File: src/rtl/seq_digit_detector.sv
`timescale 1ns/1ps
`default_nettype none
// ============================================================================
//  Module   : seq_digit_detector
//  Purpose  : Mealy detector for a SEQ_LEN-digit PATTERN with KMP fallback,
//             running window sum, odd flag and saturating match counter.
//             Optional macro SEQ_OVERLAP_EN enables overlapping detection.
//  Revision : 1.0  initial release
// ============================================================================
module seq_digit_detector #(
    parameter int                          DIGIT_W = 4,
    parameter int                          SEQ_LEN = 4,
    parameter logic [SEQ_LEN*DIGIT_W-1:0]  PATTERN = 16'h0025
) (
    input  logic                                     CLK,
    input  logic                                     RST_n,
    input  logic                                     clr,
    input  logic                                     din_valid,
    input  logic [DIGIT_W-1:0]                       dataIn,
    output logic                                     match,
    output logic                                     odd,
    output logic [DIGIT_W+$clog2(SEQ_LEN+1)-1:0]     sum,
    output logic [7:0]                               match_cnt
);

    localparam int                 IDX_W      = $clog2(SEQ_LEN);
    localparam int                 SUM_W      = DIGIT_W + $clog2(SEQ_LEN + 1);
    localparam logic [IDX_W-1:0]   C_LAST_IDX = IDX_W'(SEQ_LEN - 1);

    // Digit k of the pattern, k = 0 being the first digit expected.
    function automatic logic [DIGIT_W-1:0] pat_digit(input int k);
        return PATTERN[(SEQ_LEN-1-k)*DIGIT_W +: DIGIT_W];
    endfunction

    // True when the last len-1 digits of prefix(i) equal prefix(len-1).
    function automatic logic border_ok(input int i, input int len);
        logic ok;
        ok = 1'b1;
        for (int j = 0; j < len - 1; j++) begin
            if (pat_digit(i + 1 - len + j) != pat_digit(j)) ok = 1'b0;
        end
        return ok;
    endfunction

`ifdef SEQ_OVERLAP_EN
    function automatic int overlap_len();
        int  best;
        logic ok;
        best = 0;
        for (int len = 1; len < SEQ_LEN; len++) begin
            ok = 1'b1;
            for (int j = 0; j < len; j++) begin
                if (pat_digit(SEQ_LEN - len + j) != pat_digit(j)) ok = 1'b0;
            end
            if (ok) best = len;
        end
        return best;
    endfunction

    localparam logic [IDX_W-1:0] C_RESTART = IDX_W'(overlap_len());
`else
    localparam logic [IDX_W-1:0] C_RESTART = '0;
`endif

    logic [IDX_W-1:0]   r_idx;
    logic [IDX_W-1:0]   w_idx_next;
    logic [IDX_W-1:0]   w_fallback;
    logic [DIGIT_W-1:0] r_buf [SEQ_LEN];
    logic [SUM_W-1:0]   r_sum;
    logic [SUM_W-1:0]   w_sum_next;
    logic [7:0]         r_cnt;
    logic               w_accept;
    logic               w_match;

    assign w_accept = din_valid & ~clr;
    assign w_match  = w_accept && (r_idx == C_LAST_IDX)
                      && (dataIn == pat_digit(SEQ_LEN - 1));

    // Oldest digit leaves the window as the new one enters.
    assign w_sum_next = r_sum - SUM_W'(r_buf[SEQ_LEN-1]) + SUM_W'(dataIn);

    // Longest prefix that is a suffix of (matched prefix + dataIn); ascending
    // len means the last hit wins, i.e. the longest one.
    always_comb begin
        w_fallback = '0;
        for (int i = 0; i < SEQ_LEN; i++) begin
            for (int len = 1; (len <= i + 1) && (len < SEQ_LEN); len++) begin
                if ((r_idx == IDX_W'(i)) && border_ok(i, len)
                    && (dataIn == pat_digit(len - 1))) begin
                    w_fallback = IDX_W'(len);
                end
            end
        end
    end

    always_comb begin
        w_idx_next = r_idx;
        if (w_accept) begin
            w_idx_next = w_match ? C_RESTART : w_fallback;
        end
    end

    always_ff @(posedge CLK or negedge RST_n) begin
        if (!RST_n) begin
            r_idx <= '0;
            r_sum <= '0;
            r_cnt <= '0;
            for (int i = 0; i < SEQ_LEN; i++) r_buf[i] <= '0;
        end else if (clr) begin
            r_idx <= '0;
            r_sum <= '0;
            r_cnt <= '0;
            for (int i = 0; i < SEQ_LEN; i++) r_buf[i] <= '0;
        end else if (din_valid) begin
            r_idx    <= w_idx_next;
            r_sum    <= w_sum_next;
            r_buf[0] <= dataIn;
            for (int i = 1; i < SEQ_LEN; i++) r_buf[i] <= r_buf[i-1];
            if (w_match && (r_cnt != 8'hFF)) r_cnt <= r_cnt + 8'd1;
        end
    end

    assign match     = w_match;
    assign odd       = w_accept & w_sum_next[0];
    assign sum       = r_sum;
    assign match_cnt = r_cnt;

endmodule
`default_nettype wire

File: config.mk
export PLATFORM = sky130hd
export DESIGN_NAME = seq_digit_detector
export DESIGN_NICKNAME = d
export VERILOG_FILES = /design/src/rtl/seq_digit_detector.sv
export SDC_FILE = /design/constraint.sdc
export NUM_CORES = 1
export LEC_CHECK = 0
export CAP_MARGIN = 0
export CORE_UTILIZATION = 30
export DETAILED_ROUTE_END_ITERATION = 7
export SYNTH_ARGS = -nofsm -noshare
export SYNTH_HDL_FRONTEND = slang
export SYNTH_SLANG_ARGS = --single-unit
File: constraint.sdc
create_clock -name CLK -period 2.64 [get_ports CLK]
set_input_delay 0.396 -clock CLK [delete_from_list [all_inputs] [get_ports CLK]]
set_output_delay 0.396 -clock CLK [all_outputs]
set_load 0.05 [all_outputs]
==> run summary <==
Synth Flop Type - sky130_fd_sc_hd__dfrtp_1
Post-synthesis register bit count - 33
Total Nets Final - 251
Pin count of the biggest net entering global routing - 34
Routability-driven placement congestion ratio - 0.815
Height of the chip - 81.8 µm
CP Launch Type - input port
Setup repair after global routing missed its margin - no
Data required time of the critical path - 2.24 ns
CTS HTree Levels - 2
Number of hold violations in the final report - 0
CP arrival - 2.14 ns
Average wire length per cell after detail routing - 13.0 µm
Peak per-stage delay on the critical path - 0.45 ns
Post-route insts no fill - 307
Pwr/cell area - 614 nW/µm²
Synthesized area per cell - 9.85 µm²
Buffer levels on the longest clock path - 2
Static leakage - 1.13 nW
Number of vias per cell - 4.85
CTS Hold Buffers Added - 0
Synth-to-layout area growth - 27.8%
Worst skew pair latency - 0.29 ns
PostCTS Resize Cnt - 0
Path type of the worst setup path - input port to primary output
Starting density of the core - 31.7%
# setup viols final - 0
Final critical-path share of the clock period - 96.1%
Number of cells produced by synthesis - 194
Num Clock Sinks - 33
Critical Path, Cell by Cell - clkdlybuf4s50_1 > buf_4 > or3b_1 > or3_4 > inv_1 > buf_12
Core box area - 6030 µm²
Clock network fraction of design power - 28.0%
Worst-case clock skew - 0.00493 ns
Rel. slew slack - 66.3%
Internal power component - 0.997 mW
Fill count - 627
Setup Fix Bufs, Post-CTS - 0
First-pass GRT wire length - 6.80 mm
Logic gate share of total power - 34.0%
Wl on met1 - 2.01 mm
Final antenna-violating net count - 0
Met2 WL - 1.74 mm
Die outline width - 81.8 µm
Sequential share of the synthesized area - 43.2%
Placement row count - 28
Area of all sequential standard cells - 827 µm²
Cell at the slowest stage of the critical path - sky130_fd_sc_hd__or3_4
Number of ports placed on the die boundary - 25
Finished layout cell area - 2440 µm²
Length of the first detailed-routing pass in iterations - 4
Class of the worst hold path - input port to async pin
Placed wire-length estimate after detailed placement - 2.88 mm
Final Routed Wirelength - 4.00 mm
Area occupied by multi-input gates - 970 µm²
Number of nets produced by synthesis - 214
Final period demand of the worst path - 2.54 ns
DRC violation count after routing - 0
Worst setup EP type - primary output
Total negative slack for setup checks - 0 ns
Net switching power - 0.503 mW
Uppermost layer routed - met4
Met3 Wirelength - 170 µm
Number of violations of the max-capacitance limit - 0
Dpl cell area - 2340 µm²
First-iteration detailed-routing DRC count - 93
Placed cells - 299
Net switching fraction of the power - 33.5%
IR Drop Worst-Case VDD - 273 µV
Total number of vias - 1489
Sequential Power Share - 38.0%
Overflow left after global routing - 0
Number of enable flip-flop cells after synthesis - 0
Number of distinct library cells after synthesis - 44
Actual transition at the worst max-transition pin - 0.503 ns
Post-layout total power - 1.50 mW
Number of clock buffers inserted by TritonCTS - 5
Outcome - finished, final reports clean
Tot GR Track Use - 13.8%
Asr flop ratio synth - 100%
Clock-pin slew on the worst setup and hold paths - 0.07 ns
Antenna Diode Count - 0
Number of antenna violations at the first check in global routing - 0
Number of pins exceeding their max-slew limit in the final report - 0
Yosys warns - 0
Via count of the first global-routing pass - 1392
Clock root buffer - sky130_fd_sc_hd__clkbuf_8
Share of cells above drive strength 1 - 12.9%
Total die area - 6690 µm²
Critical Path Fanout Max - 7
Highest attainable clock frequency - 394 MHz
TritonCTS clock tree - yes
Cell area after technology mapping - 1910 µm²
# port buffers - 24
cell usage in the layout, fill, tap and decap left out, types with 2 or more instances in the layout:
cell type,Yosys,layout
sky130_fd_sc_hd__clkbuf_8,0,7
sky130_fd_sc_hd__nor3b_1,2,2
sky130_fd_sc_hd__o311ai_0,3,3
sky130_fd_sc_hd__nand2_1,3,3
sky130_fd_sc_hd__nor2_1,26,26
sky130_fd_sc_hd__clkdlybuf4s50_1,0,21
sky130_fd_sc_hd__nand3_1,8,8
sky130_fd_sc_hd__a21oi_1,6,6
sky130_fd_sc_hd__nand2b_1,3,3
sky130_fd_sc_hd__mux2i_1,19,19
sky130_fd_sc_hd__nor2b_1,3,2
sky130_fd_sc_hd__mux2_2,2,2
sky130_fd_sc_hd__o21ai_0,6,6
sky130_fd_sc_hd__o41ai_1,3,3
sky130_fd_sc_hd__buf_4,0,13
sky130_fd_sc_hd__nand4_1,3,3
sky130_fd_sc_hd__o21a_1,2,2
sky130_fd_sc_hd__and3_1,2,2
sky130_fd_sc_hd__inv_1,24,23
sky130_fd_sc_hd__buf_12,0,2
sky130_fd_sc_hd__dfrtp_1,33,32
sky130_fd_sc_hd__ha_1,8,8
sky130_fd_sc_hd__fa_1,4,4
sky130_fd_sc_hd__a211oi_1,3,3
sky130_fd_sc_hd__or4_1,4,4
synthesized netlist by cell type, types with 2 or more instances:
library cell / number / area [µm²]
sky130_fd_sc_hd__a21oi_1: 6 / 30.0
sky130_fd_sc_hd__a211oi_1: 3 / 22.5
sky130_fd_sc_hd__inv_1: 24 / 90.1
sky130_fd_sc_hd__mux2_2: 2 / 22.5
sky130_fd_sc_hd__o311ai_0: 3 / 26.3
sky130_fd_sc_hd__mux2i_1: 19 / 190
sky130_fd_sc_hd__fa_1: 4 / 80.1
sky130_fd_sc_hd__o21a_1: 2 / 15.0
sky130_fd_sc_hd__nor3b_1: 2 / 15.0
sky130_fd_sc_hd__buf_1: 2 / 7.51
sky130_fd_sc_hd__nand4_1: 3 / 18.8
sky130_fd_sc_hd__ha_1: 8 / 100
sky130_fd_sc_hd__o21ai_0: 6 / 30.0
sky130_fd_sc_hd__or4_1: 4 / 30.0
sky130_fd_sc_hd__dfrtp_1: 33 / 826
sky130_fd_sc_hd__nand2b_1: 3 / 18.8
sky130_fd_sc_hd__nor2b_1: 3 / 18.8
sky130_fd_sc_hd__nand2_1: 3 / 11.3
sky130_fd_sc_hd__and3_1: 2 / 12.5
sky130_fd_sc_hd__clkbuf_1: 4 / 15.0
sky130_fd_sc_hd__nand3_1: 8 / 40.0
sky130_fd_sc_hd__o41ai_1: 3 / 26.3
sky130_fd_sc_hd__nor2_1: 26 / 97.6
path summary, 6_finish.rpt:
check / start / to / slack (ns) / cells after the start
hold reg to reg: r_buf[10] / r_buf[6] / 0.52 / 2
min in group CLK: r_buf[10] / r_buf[6] / 0.52 / 2
setup / recovery: dataIn[3] / match / 0.10 / 6
setup reg to reg: sum[1] / sum[6] / 0.31 / 7
max in group asynchronous: RST_n / sum[2] / 1.78 / 2
hold / removal: RST_n / sum[0] / 0.51 / 2
registers in the layout, indices dropped and copies added, names as in the netlist:
register   flops
sum            7
match_cnt      8
r_idx          2
r_buf         16
cell type report:
cell class | instances | area share (%)
Tap cell | 75 | 3.84
Inverter | 24 | 3.69
Timing Repair Buffer | 37 | 14.8
Sequential cell | 33 | 33.9
Clock inverter | 1 | 0.205
Clock buffer | 7 | 3.94
Multi-Input combinational cell | 130 | 39.7
per-stage QoR:
stage	utilization (%)	setup WS (ns)	hold slack [ns]
final	40.5	0.102	0.511
after detailed placement	38.8	-0.232	0.517
after global placement	38.8	-0.207	0.505
after floorplan	-	0.0708	0.100
after global routing	40.5	0.0455	0.540
after CTS	40.4	0.0665	0.523
power groups by stage:
stage	clock, mW	sequential [mW]	combinational, mW
after floorplan	0	0.661	0.252
after global placement	0	0.580	0.507
after detailed placement	0	0.580	0.511
after CTS	0.437	0.570	0.514
after global routing	0.459	0.574	0.562
final	0.420	0.570	0.510
kinds of logic (layout without fill, tap and decap cells):
family / count (synthesis) / after routing / synth area share, %
AND/OR/NAND/NOR: 62 / 62 / 17.0
AO/OA/AOI/OAI: 33 / 33 / 12.2
flip-flops: 33 / 33 / 43.2
buffers and inverters: 31 / 69 / 6.16
multiplexers: 21 / 21 / 11.1
adder cells (fa/ha/maj): 12 / 12 / 9.43
XOR/XNOR: 2 / 2 / 0.917
metal layers:
metal	up-vias	GRT usage [%]
li1	756	-
met1	698	18.9
met2	29	20.1
met3	6	3.56
met4	0	6.84
met5	-	0
critical path, delay by kind of cell:
kind	cells	cell delay, ns
buf+inv	4	0.87
simple gates	2	0.87
(Power assumes the default switching activity.)
